File: config.mk
export PLATFORM = sky130hd
export DESIGN_NAME = uart_tx_arbiter_flat
export DESIGN_NICKNAME = d
export VERILOG_FILES = /design/src/rtl/uart_arb_pkg.sv /design/src/rtl/uart_tx_arbiter_if.sv /design/src/rtl/uart_arb_rr_pick.sv /design/src/rtl/uart_tx_arbiter.sv /design/src/flat_wrapper.sv
export SDC_FILE = /design/constraint.sdc
export NUM_CORES = 1
export LEC_CHECK = 0
export CAP_MARGIN = 25
export CORE_ASPECT_RATIO = 0.5
export CORE_MARGIN = 2
export CORE_UTILIZATION = 44
export CTS_CLUSTER_DIAMETER = 60
export CTS_CLUSTER_SIZE = 30
export DETAILED_ROUTE_END_ITERATION = 10
export HOLD_SLACK_MARGIN = 0.12
export PLACE_DENSITY_LB_ADDON = 0.2
export SLEW_MARGIN = 20
export SYNTH_ARGS = -nofsm -noshare
export SYNTH_HDL_FRONTEND = slang
export SYNTH_SLANG_ARGS = --single-unit
File: constraint.sdc
create_clock -name clk1 -period 2.5 [get_ports clk1]
set_input_delay 0.5 -clock clk1 [delete_from_list [all_inputs] [get_ports clk1]]
set_output_delay 0.5 -clock clk1 [all_outputs]
set_load 0.01 [all_outputs]
File: src/rtl/uart_arb_pkg.sv
// rtl/uart_arb_pkg.sv - shared state encoding and default sizes for the UART transmit arbiter
package uart_arb_pkg;

    localparam int DEF_NUM_REQ        = 4;
    localparam int DEF_DATA_LENGTH    = 8;
    localparam int DEF_TIMEOUT_CYCLES = 4096;

    typedef enum logic [1:0] {
        IDLE = 2'd0,
        ARM  = 2'd1,
        BUSY = 2'd2,
        ACK  = 2'd3
    } arb_state_t;

endpackage

File: src/rtl/uart_tx_arbiter_if.sv
// rtl/uart_tx_arbiter_if.sv - client and transmitter handshake bundle for the UART transmit arbiter
// master: arbiter view (drives ack, tx_datain, tx_send, grant_id, busy, err)
// slave : environment view (drives req, req_data, tx_done_in)
interface uart_tx_arbiter_if
    import uart_arb_pkg::*;
#(
    parameter int NUM_REQ     = DEF_NUM_REQ,
    parameter int DATA_LENGTH = DEF_DATA_LENGTH
) ();

    localparam int IDX_W = $clog2(NUM_REQ);

    logic [NUM_REQ-1:0]             req;
    logic [NUM_REQ*DATA_LENGTH-1:0] req_data;
    logic [NUM_REQ-1:0]             ack;
    logic [DATA_LENGTH-1:0]         tx_datain;
    logic                           tx_send;
    logic                           tx_done_in;
    logic [IDX_W-1:0]               grant_id;
    logic                           busy;
    logic                           err;

    modport master (
        input  req, req_data, tx_done_in,
        output ack, tx_datain, tx_send, grant_id, busy, err
    );

    modport slave (
        output req, req_data, tx_done_in,
        input  ack, tx_datain, tx_send, grant_id, busy, err
    );

endinterface

File: src/rtl/uart_arb_rr_pick.sv
// rtl/uart_arb_rr_pick.sv - combinational round-robin picker
// req     : request levels
// last    : most recently served index (lowest priority this pass)
// gnt_idx : first set request scanning upward from last+1, wrapping
// any_req : at least one request set
module uart_arb_rr_pick #(
    parameter int NUM_REQ = 4
) (
    input  logic [NUM_REQ-1:0]         req,
    input  logic [$clog2(NUM_REQ)-1:0] last,
    output logic [$clog2(NUM_REQ)-1:0] gnt_idx,
    output logic                       any_req
);

    localparam int IDX_W = $clog2(NUM_REQ);

    int cand;

    // Walk offsets from farthest to nearest so the closest requester after
    // last overwrites the others; offset NUM_REQ is last itself.
    always_comb begin
        gnt_idx = '0;
        cand    = 0;
        for (int off = NUM_REQ; off >= 1; off--) begin
            cand = (int'(last) + off) % NUM_REQ;
            if (req[cand[IDX_W-1:0]]) begin
                gnt_idx = cand[IDX_W-1:0];
            end
        end
    end

    assign any_req = |req;

endmodule

File: src/rtl/uart_tx_arbiter.sv
// rtl/uart_tx_arbiter.sv - round-robin scheduler sharing one UART transmitter among NUM_REQ producers
// clk1 : system clock
// rst  : asynchronous active-high reset
// bus  : uart_tx_arbiter_if.master (req/req_data/ack clients, tx_datain/tx_send/tx_done_in transmitter,
//        grant_id/busy/err status)
// Optional: UART_ARB_TIMEOUT_EN adds a per-transfer timeout of TIMEOUT_CYCLES with err pulse.
module uart_tx_arbiter
    import uart_arb_pkg::*;
#(
    parameter int NUM_REQ        = DEF_NUM_REQ,
    parameter int DATA_LENGTH    = DEF_DATA_LENGTH,
    parameter int TIMEOUT_CYCLES = DEF_TIMEOUT_CYCLES
) (
    input  logic              clk1,
    input  logic              rst,
    uart_tx_arbiter_if.master bus
);

    localparam int IDX_W = $clog2(NUM_REQ);

    arb_state_t             state_q, state_d;
    logic [DATA_LENGTH-1:0] tx_datain_q, tx_datain_d;
    logic                   tx_send_q, tx_send_d;
    logic [IDX_W-1:0]       grant_id_q, grant_id_d;
    logic [IDX_W-1:0]       last_q, last_d;
    logic [NUM_REQ-1:0]     ack_q, ack_d;
    logic                   busy_q, busy_d;
    logic                   sync1_q, sync1_d;
    logic                   done_s_q, done_s_d;

    logic [IDX_W-1:0]       pick_idx;
    logic                   any_req;

`ifdef UART_ARB_TIMEOUT_EN
    localparam int CNT_W = (TIMEOUT_CYCLES > 2) ? $clog2(TIMEOUT_CYCLES) : 1;
    logic [CNT_W-1:0] cnt_q, cnt_d;
    logic             err_q, err_d;
`endif

    uart_arb_rr_pick #(
        .NUM_REQ (NUM_REQ)
    ) u_pick (
        .req     (bus.req),
        .last    (last_q),
        .gnt_idx (pick_idx),
        .any_req (any_req)
    );

    always_comb begin
        state_d     = state_q;
        tx_datain_d = tx_datain_q;
        tx_send_d   = tx_send_q;
        grant_id_d  = grant_id_q;
        last_d      = last_q;
        ack_d       = '0;
        sync1_d     = bus.tx_done_in;
        done_s_d    = sync1_q;
`ifdef UART_ARB_TIMEOUT_EN
        cnt_d       = cnt_q;
        err_d       = 1'b0;
`endif

        case (state_q)
            IDLE: begin
                if (any_req) begin
                    tx_datain_d = bus.req_data[int'(pick_idx)*DATA_LENGTH +: DATA_LENGTH];
                    grant_id_d  = pick_idx;
                    tx_send_d   = 1'b1;
                    state_d     = ARM;
`ifdef UART_ARB_TIMEOUT_EN
                    cnt_d       = '0;
`endif
                end
            end
            ARM: begin
                // A low done_s means the Transmitter took the byte; drop send
                // well before its next baud tick can bring it back to idle.
                if (!done_s_q) begin
                    tx_send_d = 1'b0;
                    state_d   = BUSY;
                end
            end
            BUSY: begin
                tx_send_d = 1'b0;
                if (done_s_q) begin
                    ack_d[grant_id_q] = 1'b1;
                    state_d           = ACK;
                end
            end
            ACK: begin
                last_d  = grant_id_q;
                state_d = IDLE;
            end
            default: state_d = IDLE;
        endcase

`ifdef UART_ARB_TIMEOUT_EN
        // Expiry overrides any completion seen in the same cycle: the
        // transfer is abandoned without an ack.
        if (state_q == ARM || state_q == BUSY) begin
            if (cnt_q == CNT_W'(TIMEOUT_CYCLES - 1)) begin
                tx_send_d = 1'b0;
                err_d     = 1'b1;
                ack_d     = '0;
                last_d    = grant_id_q;
                state_d   = IDLE;
            end else begin
                cnt_d = cnt_q + CNT_W'(1);
            end
        end
`endif

        busy_d = (state_d != IDLE);
    end

    always_ff @(posedge clk1 or posedge rst) begin
        if (rst) begin
            state_q     <= IDLE;
            tx_datain_q <= '0;
            tx_send_q   <= 1'b0;
            grant_id_q  <= '0;
            last_q      <= IDX_W'(NUM_REQ - 1);
            ack_q       <= '0;
            busy_q      <= 1'b0;
            sync1_q     <= 1'b1;
            done_s_q    <= 1'b1;
`ifdef UART_ARB_TIMEOUT_EN
            cnt_q       <= '0;
            err_q       <= 1'b0;
`endif
        end else begin
            state_q     <= state_d;
            tx_datain_q <= tx_datain_d;
            tx_send_q   <= tx_send_d;
            grant_id_q  <= grant_id_d;
            last_q      <= last_d;
            ack_q       <= ack_d;
            busy_q      <= busy_d;
            sync1_q     <= sync1_d;
            done_s_q    <= done_s_d;
`ifdef UART_ARB_TIMEOUT_EN
            cnt_q       <= cnt_d;
            err_q       <= err_d;
`endif
        end
    end

    assign bus.ack       = ack_q;
    assign bus.tx_datain = tx_datain_q;
    assign bus.tx_send   = tx_send_q;
    assign bus.grant_id  = grant_id_q;
    assign bus.busy      = busy_q;

`ifdef UART_ARB_TIMEOUT_EN
    assign bus.err = err_q;
`else
    logic unused_timeout;
    assign unused_timeout = (TIMEOUT_CYCLES > 0);
    assign bus.err        = 1'b0;
`endif

endmodule

File: src/flat_wrapper.sv
// flat-port wrapper written by rule: the top's interface ports become plain ports
module uart_tx_arbiter_flat import uart_arb_pkg::*;
#(
    parameter int NUM_REQ        = DEF_NUM_REQ,
    parameter int DATA_LENGTH    = DEF_DATA_LENGTH,
    parameter int TIMEOUT_CYCLES = DEF_TIMEOUT_CYCLES
)
  (clk1, rst, bus_req, bus_req_data, bus_tx_done_in, bus_ack, bus_tx_datain, bus_tx_send, bus_grant_id, bus_busy, bus_err);
  uart_tx_arbiter_if #(.NUM_REQ(NUM_REQ), .DATA_LENGTH(DATA_LENGTH)) bus_i ();
  input  logic clk1;
  input  logic rst;
  input wire logic [$bits(bus_i.req)-1:0] bus_req;
  input wire logic [$bits(bus_i.req_data)-1:0] bus_req_data;
  input wire logic [$bits(bus_i.tx_done_in)-1:0] bus_tx_done_in;
  output wire logic [$bits(bus_i.ack)-1:0] bus_ack;
  output wire logic [$bits(bus_i.tx_datain)-1:0] bus_tx_datain;
  output wire logic [$bits(bus_i.tx_send)-1:0] bus_tx_send;
  output wire logic [$bits(bus_i.grant_id)-1:0] bus_grant_id;
  output wire logic [$bits(bus_i.busy)-1:0] bus_busy;
  output wire logic [$bits(bus_i.err)-1:0] bus_err;
  assign bus_i.req = bus_req;
  assign bus_i.req_data = bus_req_data;
  assign bus_i.tx_done_in = bus_tx_done_in;
  assign bus_ack = bus_i.ack;
  assign bus_tx_datain = bus_i.tx_datain;
  assign bus_tx_send = bus_i.tx_send;
  assign bus_grant_id = bus_i.grant_id;
  assign bus_busy = bus_i.busy;
  assign bus_err = bus_i.err;
  uart_tx_arbiter #(.NUM_REQ(NUM_REQ), .DATA_LENGTH(DATA_LENGTH), .TIMEOUT_CYCLES(TIMEOUT_CYCLES)) u_core (.clk1(clk1), .rst(rst), .bus(bus_i));
endmodule
==> impl_metrics.yaml <==
pwr:
  power_density_nw_per_um2: 987
  p_total_mw: 1.82
  clkPwrFrac: 0.182
  p_leak_nw: 0.830
  intPower_mw: 1.18
  seqPwrFrac: 0.337
  switchingPower_uw: 638
  p_sw_frac: 0.350
  p_comb_frac: 0.481
  ir_drop_mv: 0.405
cts:
  cts_htree_levels: 1
  cts_made_buffers: 3
  cts_tree: "built"
  hold_buffers: 0
  clkTransAtPathRegs_ns: 0.08
  cts_sinks: 22
  cts.path.max_buffers: 2
  post_cts_resized: 0
  clkLatencyLatePin_ns: 0.27
  cts_root_buffer: "clkbuf_8"
  cts_setup_buffers: 0
route:
  drt_first_pass_iters: 4
  avgViaCountPerCell: 5.01
  vias: 1053
  drtIter0Drc: 31
  wirelength_um: 2760
  ant_nets: 0
  wl_per_cell_um: 13.2
  drc_errors: 0
logic_synthesis:
  netlist_instances: 115
  async_flop_share: 1.00
  yosysSeqAreaShare: 0.463
  yosysTopAreaCellShare: 0.375
  syn_nets: 160
  ys_seq_elements: 22
  synth_edf_count: 0
  yosys.area.top_type: "dfrtp_1"
  synthFlopType: "dfrtp_1"
  synth_cell_type_count: 28
  ys_warn_count: 0
  synth_area_per_cell_um2: 10.4
  ys_top_cells_by_area: "dfrtp_1, mux2i_1, dfstp_2"
  synth_area_um2: 1200
worst_setup_path:
  path_max_fanout: 8
  critical_path_class: "primary input to flop"
  setup.worst_path.start_class: "primary input"
  r2r_end: "u_core.bus.tx_datain[4]$_DFFE_PP0P_"
  worstPathArrival_ns: 2.11
  reg2reg_from: "u_core.last_q[1]$_DFFE_PP1N_"
  crit_required_ns: 2.63
  reg2reg_depth: 6
  cp-startpoint: "bus_req[1]"
  cp-endpoint: "u_core.bus.tx_datain[5]$_DFFE_PP0P_"
  r2r_slack_ns: 0.81
  endpoint_kind: "flop"
finish:
  flow.area_growth_from_synthesis_pct: 53.7
  final_cell_mix: "clkdlybuf4s50_1, dfrtp_1, mux2i_1"
  layout-drive-gt1-share: 0.0867
  layout_commonest_cell: "clkdlybuf4s50_1"
  instances_no_fill: 210
  final-seq-area_um2: 556
  multiInputGateArea_um2: 571
  num-nets-final: 219
  n_fill_cell: 197
  antennaDiodeCount: 0
die:
  start_util: 0.464
  core_um2: 2590
  ios: 56
  die_w_um: 77.9
  fp.dieArea_um2: 3190
  die_y_um: 40.9
  rows: 13
grt:
  grt_pass1_vias: 1028
  grt_pass1_wl_um: 4500
  gr-total-overflow: 0
  grt_max_degree: 23
  antenna_found_initial: 0
  grt_usage: 0.193
run_status:
  run_status: "finished, final reports clean"
sta:
  skew_ns: 0.00344
  drv_slew: 0
  rsz0062_at_grt: "no"
  fin_crit_sh: 0.794
  max_freq_ghz: 0.504
  min_period_ns: 1.98
  tns_ns: 0
  layout_setup_ws_ns: 0.516
  hold_violations: 0
  setup_violations: 0
  fin_hold_ws_ns: 0.364
placement:
  dp_hpwl_um: 2170
  dp_slack_ns: 0.243
  dp_cells: 206
  io_buffers: 54
  finalWeightedCongestion: 0.797
flow_run:
  cap_violations: 0
hold_path:
  hp-class: "flop to flop"
[cells in the mapped netlist, types with 2 or more instances]
cell type	n
mux2i_1	17
nand3_1	3
ha_1	6
nand2b_1	2
nor2_1	5
o21ai_0	6
o221ai_1	8
dfrtp_1	18
nor4_1	2
inv_1	8
dfstp_2	4
a21oi_1	5
nand2_1	16
[through the flow]
step | instance area [um2] | utilization
floorplan | 1200 | -
global placement | 1770 | 0.686
detailed placement | 1770 | 0.686
CTS | 1840 | 0.713
global route | 1840 | 0.713
finish | 1840 | 0.713
[layout make-up]
cell class | count | area share
clock buffers | 3 | 0.0224
clock inverters | 1 | 0.0163
inverters | 8 | 0.0163
multi-input cells | 81 | 0.309
flip-flops and latches | 22 | 0.301
well taps | 37 | 0.0251
repair buffers | 58 | 0.309
[routing by layer]
layer,share of wire,up-vias,global-route usage
li1,-,521,-
met3,0.052,8,0.0573
met2,0.52,33,0.373
met5,0,-,0
met1,0.41,491,0.207
met4,0.020,0,0.103
[power by group through the flow]
stage               sequential, mW  combinational [mW]  clock (mW)
floorplan                    0.641               0.500           0
global placement             0.614               0.858           0
detailed placement           0.614               0.883           0
CTS                          0.613               0.885       0.339
global route                 0.637               0.973       0.353
finish                       0.614               0.875       0.331
[worst min path at each step]
stage	start	to	depth (start not counted)
4_1_cts	u_core.done_s_d$_DFF_PP1_	u_core.done_s_q$_DFF_PP1_	0
6_report	u_core.done_s_d$_DFF_PP1_	u_core.done_s_q$_DFF_PP1_	0
2_1_floorplan	u_core.done_s_d$_DFF_PP1_	u_core.done_s_q$_DFF_PP1_	0
3_3_place_gp	u_core.done_s_d$_DFF_PP1_	u_core.done_s_q$_DFF_PP1_	0
3_5_place_dp	u_core.done_s_d$_DFF_PP1_	u_core.done_s_q$_DFF_PP1_	0
5_1_grt	u_core.done_s_d$_DFF_PP1_	u_core.done_s_q$_DFF_PP1_	0
[flip-flops by register name, indices dropped and copies added (netlist names)]
register,flops
u_core.done_s_q,1
u_core.state_q,2
u_core.done_s_d,1
u_core.last_q,2
u_core.bus.busy,1
u_core.bus.ack,4
u_core.bus.grant_id,2
u_core.bus.tx_datain,8
u_core.bus.tx_send,1
[worst max-delay path, cell delays in order]
cell and delay [ns]:
clkdlybuf4s50_1 0.46, or4_1 0.60, nand2_1 0.13, a21o_1 0.25
o221ai_1 0.17
[cell families after synthesis]
| kind of cell | synth area share |
|---|---|
| compound gates | 0.138 |
| flops | 0.463 |
| simple gates | 0.121 |
| mux | 0.151 |
| fa+ha+maj | 0.0626 |
| buf+inv | 0.0615 |
| other cells | 0.00313 |
Note: power is estimated with default switching activity, not from simulation.
